[config.mk]
export PLATFORM = sky130hd
export DESIGN_NAME = m6809_core_intseq
export DESIGN_NICKNAME = d
export VERILOG_FILES = /design/src/rtl/m6809_pkg.sv /design/src/rtl/m6809_core_intseq_prio.sv /design/src/rtl/m6809_core_intseq.sv
export SDC_FILE = /design/constraint.sdc
export NUM_CORES = 1
export LEC_CHECK = 0
export ABC_AREA = 1
export BUFFER_PORTS_ARGS = -buffer_cell sky130_fd_sc_hd__buf_2
export CORE_MARGIN = 1.5
export CORE_UTILIZATION = 44
export DETAILED_ROUTE_END_ITERATION = 10
export PLACE_DENSITY = 0.86
export SYNTH_ARGS = -nofsm -noshare
export SYNTH_HDL_FRONTEND = slang
export SYNTH_HIERARCHICAL = 1
export SYNTH_SLANG_ARGS = --single-unit
[constraint.sdc]
create_clock -name clk -period 3.6 [get_ports clk]
set_clock_uncertainty 0.1 [all_clocks]
set_input_delay 0.18 -clock clk [delete_from_list [all_inputs] [get_ports clk]]
set_output_delay 0.18 -clock clk [all_outputs]
set_load 0.02 [all_outputs]
[src/rtl/m6809_pkg.sv]
// Shared types and constants for the 6809 interrupt entry sequencer:
// FSM states, vector addresses, push postbytes, CCR bit positions, source codes.
package m6809_pkg;

  typedef enum logic [2:0] {
    ST_IDLE   = 3'd0,
    ST_SETE   = 3'd1,
    ST_START  = 3'd2,
    ST_WAIT   = 3'd3,
    ST_MASK   = 3'd4,
    ST_VEC_HI = 3'd5,
    ST_VEC_LO = 3'd6
  } state_e;

  localparam logic [15:0] VEC_NMI  = 16'hFFFC;
  localparam logic [15:0] VEC_SWI  = 16'hFFFA;
  localparam logic [15:0] VEC_IRQ  = 16'hFFF8;
  localparam logic [15:0] VEC_FIRQ = 16'hFFF6;
  localparam logic [15:0] VEC_SWI2 = 16'hFFF4;
  localparam logic [15:0] VEC_SWI3 = 16'hFFF2;

  localparam logic [7:0] PB_FULL = 8'hFF;
  localparam logic [7:0] PB_FIRQ = 8'h81;
  localparam logic [7:0] OP_PSHS = 8'h34;

  localparam int CCR_E = 7;
  localparam int CCR_F = 6;
  localparam int CCR_I = 4;

  localparam logic [2:0] SRC_NMI  = 3'd0;
  localparam logic [2:0] SRC_SWI  = 3'd1;
  localparam logic [2:0] SRC_IRQ  = 3'd2;
  localparam logic [2:0] SRC_FIRQ = 3'd3;
  localparam logic [2:0] SRC_SWI2 = 3'd4;
  localparam logic [2:0] SRC_SWI3 = 3'd5;

  function automatic logic [15:0] vector_of(input logic [2:0] src);
    logic [15:0] v;
    case (src)
      SRC_NMI:  v = VEC_NMI;
      SRC_SWI:  v = VEC_SWI;
      SRC_IRQ:  v = VEC_IRQ;
      SRC_FIRQ: v = VEC_FIRQ;
      SRC_SWI2: v = VEC_SWI2;
      default:  v = VEC_SWI3;
    endcase
    return v;
  endfunction

endpackage

[src/rtl/m6809_core_intseq_prio.sv]
// Combinational exception selector: SWI request beats NMI latch beats
// unmasked FIRQ beats unmasked IRQ; hardware sources only at a boundary.
module m6809_int_prio
  import m6809_pkg::*;
(
  input  logic       swi_req_i,
  input  logic [1:0] swi_sel_i,
  input  logic       inst_boundary_i,
  input  logic       nmi_pend_i,
  input  logic       firq_b_i,
  input  logic       irq_b_i,
  input  logic [7:0] ccr_i,
  output logic       valid_o,
  output logic [2:0] src_o,
  output logic       full_o
);

  always_comb begin
    valid_o = 1'b0;
    src_o   = SRC_SWI;
    full_o  = 1'b1;
    if (swi_req_i) begin
      valid_o = 1'b1;
      case (swi_sel_i)
        2'd2:    src_o = SRC_SWI2;
        2'd3:    src_o = SRC_SWI3;
        default: src_o = SRC_SWI;
      endcase
    end else if (inst_boundary_i) begin
      if (nmi_pend_i) begin
        valid_o = 1'b1;
        src_o   = SRC_NMI;
      end else if (!firq_b_i && !ccr_i[CCR_F]) begin
        valid_o = 1'b1;
        src_o   = SRC_FIRQ;
        full_o  = 1'b0;
      end else if (!irq_b_i && !ccr_i[CCR_I]) begin
        valid_o = 1'b1;
        src_o   = SRC_IRQ;
      end
    end
  end

endmodule

[src/rtl/m6809_core_intseq.sv]
// Interrupt / SWI entry sequencer: set E, push state, mask, fetch vector, load PC.
// Build option M6809_NMI_ARM_EN: ignore NMI edges until nmi_arm has been seen high.
module m6809_core_intseq
  import m6809_pkg::*;
(
  input  logic        clk,
  input  logic        reset_b,
  input  logic        nmi_b,
  input  logic        firq_b,
  input  logic        irq_b,
  input  logic        swi_req,
  input  logic [1:0]  swi_sel,
  input  logic        inst_boundary,
  input  logic        nmi_arm,
  input  logic [7:0]  ccr_in,
  input  logic [7:0]  din,
  input  logic        rm_busy,
  output logic        core_hold,
  output logic        rm_start,
  output logic [7:0]  rm_ir,
  output logic        rm_ir_oe,
  output logic [7:0]  pb_out,
  output logic        pb_oe,
  output logic [15:0] addr,
  output logic        bus_oe,
  output logic [7:0]  ccr_out,
  output logic        ccr_out_en,
  output logic [15:0] pc_out,
  output logic        pc_out_en,
  output logic        int_ack,
  output logic [2:0]  int_src,
  output state_e      dbg_state
);

  state_e      state_q, state_d;
  logic [2:0]  src_q, src_d;
  logic        full_q, full_d;
  logic [7:0]  hi_q, hi_d;
  logic        nmi_prev_q, nmi_lat_q, nmi_lat_d;
  logic        arm_ok, accept;
  logic        p_valid, p_full;
  logic [2:0]  p_src;
  logic [7:0]  mask_ccr;
  logic [15:0] vec;

`ifdef M6809_NMI_ARM_EN
  logic arm_q;
  always_ff @(posedge clk) begin
    if (!reset_b) arm_q <= 1'b0;
    else          arm_q <= arm_q | nmi_arm;
  end
  assign arm_ok = arm_q;
`else
  logic unused_nmi_arm;
  assign unused_nmi_arm = nmi_arm;
  assign arm_ok = 1'b1;
`endif

  m6809_int_prio u_prio (
    .swi_req_i       (swi_req),
    .swi_sel_i       (swi_sel),
    .inst_boundary_i (inst_boundary),
    .nmi_pend_i      (nmi_lat_q),
    .firq_b_i        (firq_b),
    .irq_b_i         (irq_b),
    .ccr_i           (ccr_in),
    .valid_o         (p_valid),
    .src_o           (p_src),
    .full_o          (p_full)
  );

  // A fresh edge wins over the clear so an edge in the accept cycle is not lost.
  always_comb begin
    nmi_lat_d = nmi_lat_q;
    if (nmi_prev_q && !nmi_b && arm_ok)      nmi_lat_d = 1'b1;
    else if (accept && p_src == SRC_NMI)     nmi_lat_d = 1'b0;
  end

  always_comb begin
    mask_ccr = ccr_in;
    if (src_q != SRC_SWI2 && src_q != SRC_SWI3) mask_ccr[CCR_I] = 1'b1;
    if (src_q == SRC_NMI || src_q == SRC_SWI || src_q == SRC_FIRQ) mask_ccr[CCR_F] = 1'b1;
  end

  assign vec       = vector_of(src_q);
  assign core_hold = (state_q != ST_IDLE);
  assign rm_ir     = OP_PSHS;
  assign dbg_state = state_q;

  // Handshake with the register-move unit: rm_start is a one-cycle request
  // issued in START; the unit owns the bus while rm_busy=1 and we wait in WAIT
  // until the first cycle it reports rm_busy=0.
  always_comb begin
    state_d    = state_q;
    src_d      = src_q;
    full_d     = full_q;
    hi_d       = hi_q;
    accept     = 1'b0;
    rm_start   = 1'b0;
    rm_ir_oe   = 1'b0;
    pb_out     = 8'h00;
    pb_oe      = 1'b0;
    addr       = 16'h0000;
    bus_oe     = 1'b0;
    ccr_out    = 8'h00;
    ccr_out_en = 1'b0;
    pc_out     = 16'h0000;
    pc_out_en  = 1'b0;
    int_ack    = 1'b0;
    int_src    = 3'd0;
    case (state_q)
      ST_IDLE: begin
        if (p_valid) begin
          accept  = 1'b1;
          src_d   = p_src;
          full_d  = p_full;
          state_d = ST_SETE;
        end
      end
      ST_SETE: begin
        ccr_out        = ccr_in;
        ccr_out[CCR_E] = full_q;
        ccr_out_en     = 1'b1;
        state_d        = ST_START;
      end
      ST_START: begin
        rm_start = 1'b1;
        pb_oe    = 1'b1;
        rm_ir_oe = 1'b1;
        pb_out   = full_q ? PB_FULL : PB_FIRQ;
        state_d  = ST_WAIT;
      end
      ST_WAIT: begin
        rm_ir_oe = 1'b1;
        if (!rm_busy) state_d = ST_MASK;
      end
      ST_MASK: begin
        ccr_out    = mask_ccr;
        ccr_out_en = (mask_ccr != ccr_in);
        state_d    = ST_VEC_HI;
      end
      ST_VEC_HI: begin
        bus_oe  = 1'b1;
        addr    = vec;
        hi_d    = din;
        state_d = ST_VEC_LO;
      end
      ST_VEC_LO: begin
        bus_oe    = 1'b1;
        addr      = vec + 16'd1;
        pc_out    = {hi_q, din};
        pc_out_en = 1'b1;
        int_ack   = 1'b1;
        int_src   = src_q;
        state_d   = ST_IDLE;
      end
      default: state_d = ST_IDLE;
    endcase
  end

  always_ff @(posedge clk) begin
    if (!reset_b) begin
      state_q    <= ST_IDLE;
      src_q      <= 3'd0;
      full_q     <= 1'b0;
      hi_q       <= 8'h00;
      nmi_prev_q <= 1'b1;
      nmi_lat_q  <= 1'b0;
    end else begin
      state_q    <= state_d;
      src_q      <= src_d;
      full_q     <= full_d;
      hi_q       <= hi_d;
      nmi_prev_q <= nmi_b;
      nmi_lat_q  <= nmi_lat_d;
    end
  end

endmodule

==> results of run 1 <==
## worst max-delay path, delay by kind of cell, from the launching register on
kind,cells,cell delay (ns)
flip-flops,1,0.57
buffers and inverters,4,0.65
AND/OR/NAND/NOR,3,0.39
## synth_stat cells
cell type,n
sky130_fd_sc_hd__buf_4,29
sky130_fd_sc_hd__o21ai_0,13
sky130_fd_sc_hd__inv_1,43
sky130_fd_sc_hd__dfxtp_1,17
sky130_fd_sc_hd__nor2_4,1
sky130_fd_sc_hd__nor2_2,3
sky130_fd_sc_hd__o21ai_2,1
sky130_fd_sc_hd__conb_1,2
sky130_fd_sc_hd__nand3b_1,1
sky130_fd_sc_hd__a31oi_1,1
sky130_fd_sc_hd__nand4_1,2
sky130_fd_sc_hd__nor2_1,42
sky130_fd_sc_hd__o21a_1,1
sky130_fd_sc_hd__buf_2,3
sky130_fd_sc_hd__a21oi_1,13
sky130_fd_sc_hd__buf_6,2
sky130_fd_sc_hd__inv_2,4
sky130_fd_sc_hd__nand3_1,11
sky130_fd_sc_hd__a21oi_2,1
sky130_fd_sc_hd__nand2_2,1
sky130_fd_sc_hd__nand2_1,26
sky130_fd_sc_hd__nand3_4,2
## stage by stage
stage / instance area [um2] / worst slack (ns) / hold slack, ns
after detailed placement: 1590 / 1.71 / 0.273
after global routing: 1630 / 1.18 / 0.0943
after global placement: 1590 / 1.76 / 0.268
after floorplan: 1370 / 1.58 / 0.177
final: 1630 / 1.43 / 0.0848
after CTS: 1630 / 1.40 / 0.0794
## cell type report
| type | count | area (um2) |
|---|---|---|
| inverters | 47 | 176 |
| clock inverters | 1 | 5.00 |
| fillers | 284 | 1200 |
| clock buffers | 3 | 22.5 |
| repair buffers | 89 | 453 |
| multi-input cells | 127 | 593 |
| flip-flops and latches | 17 | 340 |
| well taps | 31 | 38.8 |
## logic make-up after synthesis
kind of cell,after synthesis
flip-flops,17
AO/OA/AOI/OAI,30
AND/OR/NAND/NOR,89
buffers and inverters,81
other,2
## how the worst min path moves through the flow
stage,endpoint,slack [ns],depth (start not counted)
6_report,hi_q[5],0.08,3
3_3_place_gp,nmi_prev_q,0.27,3
5_1_grt,hi_q[6],0.09,3
2_1_floorplan,nmi_prev_q,0.18,2
3_5_place_dp,nmi_prev_q,0.27,3
4_1_cts,hi_q[6],0.08,3
## registers in the layout, summed over array words and instances (netlist names)
signal      flops
src_q           3
dbg_state       3
hi_q            8
nmi_prev_q      1
nmi_lat_q       1
full_q          1
## power groups by stage
stage          registers (mW)  logic (mW)  clock network, mW
6_report                0.218       0.199              0.100
5_1_grt                 0.220       0.222              0.111
4_1_cts                 0.218       0.201              0.104
3_5_place_dp            0.223       0.199                  0
3_3_place_gp            0.222       0.197                  0
2_1_floorplan           0.221       0.163                  0
## repair_timing
| action | CTS | global route |
|---|---|---|
| resized for setup | 0 | 0 |
| hold endpoints to repair | 1 | 0 |
| hold buffers | 1 | 0 |
## routing by layer
metal / global-route usage / up-vias
met5: 0 / -
met4: 0.0399 / 0
met3: 0.0201 / 2
met2: 0.261 / 59
met1: 0.200 / 566
li1: - / 749
==> summary.txt, run 1 <==
=================================================================================
Final Hold Violating Endpoints                                                  0
Setup Crit Path Kind                                                   reg -> out
Sequential Power Share                                                      0.421
Count of antenna-violating nets left after detailed routing                     0
Capture point of the critical path                                        addr[1]
Count of cells along the worst register-to-register path                        3
Sw frac                                                                     0.403
Seq/Total Area, Yosys                                                       0.253
Power share of the combinational group                                      0.385
Via count of the first global-routing pass                                   1081
Kind of end point of the critical path                                 output pin
Total of endpoints with negative setup slack in the final report                0
Netlist area before placement                                            1340 um2
Internal power consumption                                               0.309 mW
Setup repair after global routing missed its margin                            no
Synthesized instance count                                                    219
Antenna Diode Count                                                             0
Depth of the CTS H-tree                                                         1
Adder and majority cell fraction of the synthesized area                        0
Detailed Routing Iterations Pass 1                                              7
Crit. Startpoint                                                     dbg_state[0]
Detailed-placement wirelength estimate                                    2180 um
Maximum number of pins on one net before global-route repair                   23
Complex-gate fraction of the synthesized area                               0.120
Max incr delay on CP                                                      0.57 ns
Clock latency of the later-clocked register in the worst-skew pair        0.28 ns
CTS tree                                                                    built
Static leakage                                                            1.05 nW
Master cell of the clock root buffer                                 sky130_fd_sc_hd__clkbuf_4
Kind of start point of the critical path                                 register
Unique masters post-synth                                                      22
Final core utilization                                                      0.576
Top cells by area in the synthesized netlist                         sky130_fd_sc_hd__dfxtp_1, sky130_fd_sc_hd__buf_4, sky130_fd_sc_hd__inv_1
TritonCTS Buffers                                                               3
Horizontal die dimension                                                  58.2 um
Core area                                                                2830 um2
Switching pwr                                                            0.208 mW
Number of standard cells in the final layout excluding fillers                315
Final GP Congestion                                                         0.857
Area share of and/or/nand/nor cells after synthesis                         0.299
Reg2reg end                                                               hi_q[3]
Y dimension of the die                                                    58.2 um
Library cell with the largest summed area after synthesis            sky130_fd_sc_hd__dfxtp_1
Count of clock tree sinks                                                      17
Most common library cell in the layout ignoring fill and taps        sky130_fd_sc_hd__buf_2
Cell with the largest stage delay on the worst path                  sky130_fd_sc_hd__dfxtp_1
Violations in the final reports                                      design-rule violations
Wire length of the first global-routing pass                              4180 um
Top routing layer in use                                                     met4
GRT Total Usage                                                             0.152
Synth Area in XOR/XNOR                                                          0
Worst-case register-to-register setup slack                               2.34 ns
Synthesized flop and latch total                                               17
Number of remaining DRC errors                                                  8
Startpoint of the worst-slack reg-to-reg timing path                 dbg_state[0]
Arrival time worst endpoint                                               1.89 ns
Initial core utilization                                                    0.475
Clk slew on worst S/H paths                                               0.10 ns
Dominant combinational cell family by area after synthesis           buffers and inverters
1st-iter DRT viols                                                             57
Worst-case clock buffer depth                                                   2
Data required time of the worst path                                      3.32 ns
Number of antenna violations at the first check in global routing               0
Summed negative setup slack over all endpoints                               0 ns
Power density relative to cell area                                    318 nW/um2
Via count                                                                    1376
Highest fanout seen on the critical path                                       22
GRT overflow                                                                    0
Port bufs                                                                      87
I/O Pins                                                                       97
Share of total power in the clock network                                   0.193
Final Critical Period                                                     2.17 ns
Maximum frequency from static timing analysis                             461 MHz
Post-DR vias/cell                                                            4.37
Syn Area/Cell                                                            6.13 um2
DR WL met3                                                                 208 um
WL/cell                                                                   8.59 um
Final Routed Wirelength                                                   2710 um
Number of nets in the layout                                                  312
Critical path cell sequence                                          inv_1 -> nand3_1 -> buf_4 -> nand2_1 -> inv_1 -> nor2_1 -> buf_2
Synth-to-layout area growth                                                 21.3%
Result of the run                                                    finished, violations left
Buffers inserted during post-CTS setup optimization                             0
Max-cap violations                                                              0
Share of synthesized area spent on multiplexers                                 0
Share of cells above drive strength 1                                       0.370
Number of pins with negative max-slew slack in the final report                 0
Met1 WL                                                                   1280 um
Worst Min Path Start                                                       din[5]
Most frequent cells in the layout                                    sky130_fd_sc_hd__buf_2, sky130_fd_sc_hd__inv_1, sky130_fd_sc_hd__nor2_1
Final critical-path share of the clock period                               0.603
Class of the tightest hold or removal check                             in -> reg
Most numerous cell on the critical path                              sky130_fd_sc_hd__inv_1
WL met2                                                                   1210 um
Max rail drop VDD                                                        0.159 mV
Top-area cell type share of the netlist area                                0.253
Yosys synthesis warning count                                                   6
Post-route total power                                                   0.517 mW
Die area                                                                 3390 um2
Number of cell rows                                                            19
Placed Cells                                                                  310
=================================================================================
No activity file was read; power rests on OpenSTA's default activity.
==> run 2, diff against run 1 <==
--- a/config.mk
+++ b/config.mk
@@ -5,12 +5,12 @@
 export SDC_FILE = /design/constraint.sdc
 export NUM_CORES = 1
 export LEC_CHECK = 0
-export ABC_AREA = 1
+export ABC_AREA = 0
 export BUFFER_PORTS_ARGS = -buffer_cell sky130_fd_sc_hd__buf_2
 export CORE_MARGIN = 1.5
-export CORE_UTILIZATION = 44
+export CORE_UTILIZATION = 41
 export DETAILED_ROUTE_END_ITERATION = 10
-export PLACE_DENSITY = 0.86
+export PLACE_DENSITY = 0.8
 export SYNTH_ARGS = -nofsm -noshare
 export SYNTH_HDL_FRONTEND = slang
 export SYNTH_HIERARCHICAL = 1
==> constraint.sdc (replaced) <==
create_clock -name clk -period 2 [get_ports clk]
set_clock_uncertainty 0.1 [all_clocks]
set_input_delay 0.1 -clock clk [delete_from_list [all_inputs] [get_ports clk]]
set_output_delay 0.1 -clock clk [all_outputs]
set_load 0.02 [all_outputs]
==> summary.txt, run 2 <==
==================================================================================
Wire length of the first global-routing pass                               4590 um   +9.7%
Number of standard cells in the final layout excluding fillers                 285   -9.5%
Antenna Diode Count                                                              0   unchanged
Detailed-placement wirelength estimate                                     2310 um   +5.5%
Clock latency of the later-clocked register in the worst-skew pair         0.29 ns   about the same
Y dimension of the die                                                     60.5 um   +3.9%
Number of remaining DRC errors                                                   0   -8
Number of antenna violations at the first check in global routing                0   unchanged
Reg2reg end                                                              nmi_lat_q
Kind of end point of the critical path                                  output pin
EDFF count, synth                                                                0   unchanged
Master cell of the clock root buffer                                  sky130_fd_sc_hd__clkbuf_4
Worst Hold Path EP                                                      nmi_prev_q
Yosys synthesis warning count                                                    6   unchanged
Worst Min Path Start                                                       reset_b
Count of clock tree sinks                                                       17   unchanged
Total of endpoints with negative setup slack in the final report                 0   unchanged
Static leakage                                                             1.09 nW   +3.8%
Sw frac                                                                      0.358   -0.0454
Internal power consumption                                                0.569 mW   +84%
Flip-flop count of the largest register, all copies and words added              8   unchanged
Max_slew headroom                                                            0.646
Final critical-path share of the clock period                                0.902
Synth-to-layout area growth                                                  30.5%
Worst-case clock buffer depth                                                    2   unchanged
Max-cap violations                                                               0   unchanged
Power share of the combinational group                                       0.361   -0.024
Maximum frequency from static timing analysis                              554 MHz
Most frequent cells in the layout                                     sky130_fd_sc_hd__buf_2, sky130_fd_sc_hd__and3_1, sky130_fd_sc_hd__nor2b_1, sky130_fd_sc_hd__dfxtp_1, sky130_fd_sc_hd__mux2i_1
Most flop-heavy register                                                      hi_q
Most frequent cell after synthesis                                    sky130_fd_sc_hd__buf_4
Cell with the largest stage delay on the worst path                   sky130_fd_sc_hd__dfxtp_2
Port bufs                                                                       87   unchanged
Synth async-reset ratio                                                          0   unchanged
Sequential Power Share                                                       0.435   +0.014
Top cells by area in the synthesized netlist                          sky130_fd_sc_hd__dfxtp_1, sky130_fd_sc_hd__buf_4, sky130_fd_sc_hd__and3_1
Data required time of the worst path                                       1.80 ns   -1.52 ns
Library cell with the largest summed area after synthesis             sky130_fd_sc_hd__dfxtp_1
Initial core utilization                                                     0.437   -0.0375
Hold Crit Depth                                                                  2   -1
Via count                                                                     1315   -4.4%
Hold Worst Slack                                                         0.0570 ns   -0.0278 ns
Number of cell rows                                                             20   +1
Setup Crit Path Kind                                                    reg -> out
WL/cell                                                                    11.0 um   +28%
Clk slew on worst S/H paths                                                0.10 ns   about the same
Unique masters post-synth                                                       33   +50%
1st-iter DRT viols                                                              41   -28%
Max rail drop VDD                                                         0.302 mV   +90%
Highest fanout seen on the critical path                                        10   -55%
Max incr delay on CP                                                       0.42 ns   -0.15 ns
Startpoint of the worst-slack reg-to-reg timing path                     nmi_lat_q
Count of antenna-violating nets left after detailed routing                      0   unchanged
Arrival time worst endpoint                                                1.60 ns   -0.29 ns
Class of the tightest hold or removal check                              in -> reg
Seq/Total Area, Yosys                                                        0.251   -0.00257
Final Critical Period                                                      1.80 ns
Syn Area/Cell                                                             8.03 um2   +31%
Synthesized instance count                                                     169   -23%
Depth of the CTS H-tree                                                          1   unchanged
Slew @ Worst Pin                                                          0.529 ns
GRT Total Usage                                                              0.161   +0.00889
CTS tree                                                                     built
Maximum number of pins on one net before global-route repair                    18   -22%
Count of cells along the worst register-to-register path                         5   +2
Top-area cell type share of the netlist area                                 0.251   -0.00257
Final Hold Violating Endpoints                                                   0   unchanged
Leading register cell type out of synthesis                           sky130_fd_sc_hd__dfxtp_1
Post-route total power                                                    0.885 mW   +71%
TritonCTS Buffers                                                                3   unchanged
Top cells by count, synth                                             sky130_fd_sc_hd__buf_4, sky130_fd_sc_hd__and3_1, sky130_fd_sc_hd__dfxtp_1
Result of the run                                                     complete, no violations
Placed Cells                                                                   272   -12%
Switching pwr                                                             0.317 mW   +52%
Critical path cell sequence                                           nor2b_4 -> o21ai_0 -> o311ai_1 -> buf_2
Number of nets in the layout                                                   269   -14%
Worst-case register-to-register setup slack                                0.26 ns   -2.08 ns
Final Routed Wirelength                                                    3130 um   +16%
Setup repair after global routing missed its margin                             no
Kind of start point of the critical path                                  register
Final GP Congestion                                                          0.790   -7.8%
Post-DR vias/cell                                                             4.61   +5.6%
Core area                                                                 3100 um2   +9.7%
Via count of the first global-routing pass                                    1024   -5.3%
Summed negative setup slack over all endpoints                                0 ns   unchanged
Horizontal die dimension                                                   60.5 um   +3.9%
Share of total power in the clock network                                    0.204   +0.011
Total non-filler cell area in the finished layout                         1770 um2   +8.7%
Power density relative to cell area                                     500 nW/um2   +57%
Number of pins with negative max-slew slack in the final report                  0   unchanged
Die area                                                                  3660 um2   +8.0%
Netlist area before placement                                             1360 um2   +1.0%
GRT overflow                                                                     0   unchanged
Total cell area at the placement stage                                    1640 um2   +3.0%
Synthesized flop and latch total                                                17   unchanged
Share of cells above drive strength 1                                        0.436   +0.0660
Detailed Routing Iterations Pass 1                                               4   -3
Most common library cell in the layout ignoring fill and taps         sky130_fd_sc_hd__buf_2
I/O Pins                                                                        97   unchanged
==================================================================================
run 2: area by class of cell:
type	count	area, um2
inverter	4	15.0
tap	44	55.1
fill	312	1330
clock buffer	3	22.5
clock inverter	1	5.00
multi-input combinational	115	767
timing repair buffer	101	563
sequential	17	343
run 2: logic make-up (layout without fill, tap and decap cells):
logic type / after synthesis / after routing / synth area share
compound gates: 17 / 17 / 0.0830
xor+xnor: 1 / 1 / 0.00646
buf+inv: 43 / 109 / 0.211
flops: 17 / 17 / 0.251
mux: 12 / 12 / 0.0886
other cells: 2 / 8 / 0.00554
simple gates: 77 / 77 / 0.354
run 2: worst max-delay path by stage:
| stage | cells after the start | end | from | slack [ns] |
|---|---|---|---|---|
| after floorplan | 5 | pb_out[2] | dbg_state[1] | 0.04 |
| after global placement | 7 | nmi_lat_q | ccr_in[4] | 0.26 |
| after detailed placement | 7 | nmi_lat_q | ccr_in[4] | 0.28 |
| after CTS | 4 | addr[8] | dbg_state[0] | 0.03 |
| after global routing | 4 | addr[8] | dbg_state[0] | 0.04 |
| final | 4 | ccr_out_en | dbg_state[2] | 0.20 |
run 2: what timing repair did:
item | CTS | global route
endpoints found under the hold margin | 10 | 0
hold buffers | 9 | 0
buffers inserted | 0 | 0
pin swaps | 0 | 0
endpoints found under the setup margin | 1 | 23
gates resized for setup | 1 | 3
run 2: layer usage:
| layer | part of all wire | track usage | up-vias | wire (um) |
|---|---|---|---|---|
| li1 | - | - | 672 | - |
| met4 | 0.0080 | 0.0528 | 0 | 25 |
| met3 | 0.052 | 0.0149 | 2 | 161 |
| met5 | 0 | 0 | - | 0 |
| met1 | 0.47 | 0.225 | 591 | 1460 |
| met2 | 0.47 | 0.262 | 50 | 1480 |
run 2: metrics by stage:
stage | setup WS [ns] | util
floorplan | 0.0365 | -
global placement | 0.261 | 0.528
detailed placement | 0.276 | 0.528
CTS | 0.0272 | 0.568
global route | 0.0444 | 0.571
finish | 0.196 | 0.571
run 2: power groups by stage:
stage	sequential (mW)	combinational, mW	clock, mW
finish	0.385	0.319	0.181
global route	0.390	0.346	0.210
CTS	0.384	0.318	0.188
detailed placement	0.391	0.304	0
global placement	0.390	0.302	0
floorplan	0.385	0.245	0
run 2: worst max-delay path: cells and delay by family, from the launching register on:
kind	cells	cell delay, ns
AO/OA/AOI/OAI	2	0.40
buffers and inverters	1	0.21
flip-flops	1	0.42
AND/OR/NAND/NOR	1	0.29
==> run 3, diff against run 2 <==
--- a/config.mk
+++ b/config.mk
@@ -10,6 +10,7 @@
 export CORE_MARGIN = 1.5
 export CORE_UTILIZATION = 41
 export DETAILED_ROUTE_END_ITERATION = 10
+export GPL_TIMING_DRIVEN = 0
 export PLACE_DENSITY = 0.8
 export SYNTH_ARGS = -nofsm -noshare
 export SYNTH_HDL_FRONTEND = slang
==> summary.txt, run 3 (synthesis gave the netlist of run 2 again) <==
==================================================================================
Result of the run                                                     complete, no violations
GRT overflow                                                                     0   unchanged
Core area                                                                 3100 um2   unchanged
Met3 Usage GRT                                                              0.0171   +0.00213
Most frequent cells in the layout                                     sky130_fd_sc_hd__buf_2, sky130_fd_sc_hd__buf_4, sky130_fd_sc_hd__and3_1
Highest fanout seen on the critical path                                        10   unchanged
Worst-case register-to-register setup slack                                0.25 ns   about the same
Count of antenna-violating nets left after detailed routing                      0   unchanged
Max-cap violations                                                               0   unchanged
Antenna Diode Count                                                              0   unchanged
Via count of the first global-routing pass                                    1213   +18%
Kind of start point of the critical path                                  register
WL/cell                                                                    11.1 um   +0.97%
Final Critical Period                                                      1.96 ns   +0.160 ns
Switching pwr                                                             0.334 mW   +5.6%
Reg2reg end                                                              nmi_lat_q
GR Util met2                                                                 0.340   +0.0776
Critical path cell sequence                                           buf_4 -> nor2b_2 -> and2b_2 -> and2_2 -> buf_4 -> buf_2
Number of fill cells                                                           300   -3.8%
Most utilized layer in the global route result                                met2
Horizontal die dimension                                                   60.5 um   unchanged
Clk slew on worst S/H paths                                                0.10 ns   about the same
Detailed Routing Iterations Pass 1                                               4   unchanged
Number of remaining DRC errors                                                   0   unchanged
Family of cells with the greatest summed delay on the critical path   simple AND/OR/NAND/NOR gates
Final Hold Violating Endpoints                                                   0   unchanged
Grt met1 use                                                                 0.251   +0.0263
Power share of the combinational group                                       0.397   +0.036
Die area                                                                  3660 um2   unchanged
Kind of end point of the critical path                                  output pin
Internal power consumption                                                0.603 mW   +6.1%
Startpoint of the worst-slack reg-to-reg timing path                     nmi_lat_q
Worst setup slack after layout                                           0.0365 ns   -0.160 ns
Count of cells along the worst register-to-register path                         5   unchanged
Number of cell rows                                                             20   unchanged
Data required time of the worst path                                       1.80 ns   about the same
Arrival time worst endpoint                                                1.76 ns   +0.16 ns
Worst Path Buf+Inv                                                               3   +2
Share of total power in the clock network                                    0.202   -0.002
Master cell of the clock root buffer                                  sky130_fd_sc_hd__clkbuf_4
TritonCTS Buffers                                                                3   unchanged
Hold Worst Slack                                                         0.0148 ns   -0.0422 ns
Share of cells above drive strength 1                                        0.493   +0.0571
Detailed-placement wirelength estimate                                     2630 um   +14%
I/O Pins                                                                        97   unchanged
Area taken by multi-input logic gates                                      763 um2   -0.49%
CTS tree                                                                     built
Wire length of the first global-routing pass                               5510 um   +20%
Worst-case clock buffer depth                                                    2   unchanged
Logic depth of the worst setup path including buffers                            6   +2
Final GP Congestion                                                          0.772   -2.2%
Register cell area after layout                                            342 um2   -0.36%
Power density relative to cell area                                     465 nW/um2   -7.0%
Depth of the CTS H-tree                                                          1   unchanged
Maximum frequency from static timing analysis                              509 MHz   -8.1%
Crit. Startpoint                                                      dbg_state[2]
Count of clock tree sinks                                                       17   unchanged
Post-DR vias/cell                                                             4.50   -2.5%
Setup repair after global routing missed its margin                            yes
Final critical-path share of the clock period                                0.982   +0.0799
Max incr delay on CP                                                       0.46 ns   +0.04 ns
Cell with the largest stage delay on the worst path                   sky130_fd_sc_hd__dfxtp_1
Y dimension of the die                                                     60.5 um   unchanged
Static leakage                                                             1.25 nW   +15%
Most flop-heavy register                                                      hi_q
Most common library cell in the layout ignoring fill and taps         sky130_fd_sc_hd__buf_2
Clock latency of the later-clocked register in the worst-skew pair         0.30 ns   about the same
Number of antenna violations at the first check in global routing                0   unchanged
Port bufs                                                                       87   unchanged
Via count                                                                     1439   +9.4%
Max rail drop VDD                                                         0.344 mV   +14%
Number of nets in the layout                                                   304   +13%
1st-iter DRT viols                                                              44   +7.3%
Maximum number of pins on one net before global-route repair                    14   -4
Final core utilization                                                       0.650   +0.0790
Capture point of the critical path                                       pb_out[2]
Most numerous cell on the critical path                               sky130_fd_sc_hd__buf_4
Flip-flop count of the largest register, all copies and words added              8   unchanged
Setup Crit Path Kind                                                    reg -> out
Post-route total power                                                    0.937 mW   +5.9%
Number of pins with negative max-slew slack in the final report                  0   unchanged
GRT Total Usage                                                              0.197   +0.0361
Pre-CTS worst setup slack                                                 0.277 ns   +0.00110 ns
Class of the tightest hold or removal check                              in -> reg
Sw frac                                                                      0.356   -0.00108
Sequential Power Share                                                       0.401   -0.034
Final Routed Wirelength                                                    3540 um   +13%
Total of endpoints with negative setup slack in the final report                 0   unchanged
Initial core utilization                                                     0.437   unchanged
Synth-to-layout area growth                                                  48.6%
==================================================================================
[run 3: worst reg2reg max path, delay by kind of cell, from the launching register on]
kind	cells	cell delay (ns)
and+or+nand+nor	3	0.82
AOI/OAI and AO/OA	2	0.31
DFF	1	0.41
[run 3: layout make-up]
cell class / instances / area share
multi-input cells: 115 / 0.379
repair buffers: 97 / 0.266
flip-flops and latches: 17 / 0.169
plain buffers: 39 / 0.137
well taps: 44 / 0.0273
clock buffers: 4 / 0.0130
inverters: 4 / 0.00869
[run 3: per-layer routing]
metal	vias to the layer above	routed length, um
li1	746	-
met1	635	1550
met2	53	1740
met3	5	201
met4	0	58
met5	-	0
[run 3: power by group through the flow]
stage	Clock, mW	Sequential [mW]	Combinational, mW
finish	0.189	0.376	0.373
global placement	0	0.381	0.349
floorplan	0	0.385	0.245
CTS	0.195	0.375	0.369
detailed placement	0	0.382	0.353
global route	0.214	0.378	0.404
[run 3: timing repair]
item / in CTS / in global routing
setup buffers: 0 / 0
hold buffers: 10 / 0
hold endpoints to repair: 10 / 0
setup endpoints to repair: 21 / 22
resized for setup: 4 / 6
[run 3: through the flow]
stage	cells	instance area [um2]	setup TNS, ns
floorplan	175	1380	0
global placement	306	1870	0
detailed placement	306	1870	0
CTS	320	2000	0
global route	320	2020	-0.258
finish	320	2020	0
[run 3: worst min-delay path by stage]
stage                 start         end  depth (start not counted)
global placement      nmi_b  nmi_prev_q                          2
CTS                 reset_b     hi_q[6]                          2
finish              reset_b    src_q[0]                          2
floorplan           reset_b  nmi_prev_q                          1
global route        reset_b    src_q[0]                          2
detailed placement    nmi_b  nmi_prev_q                          2
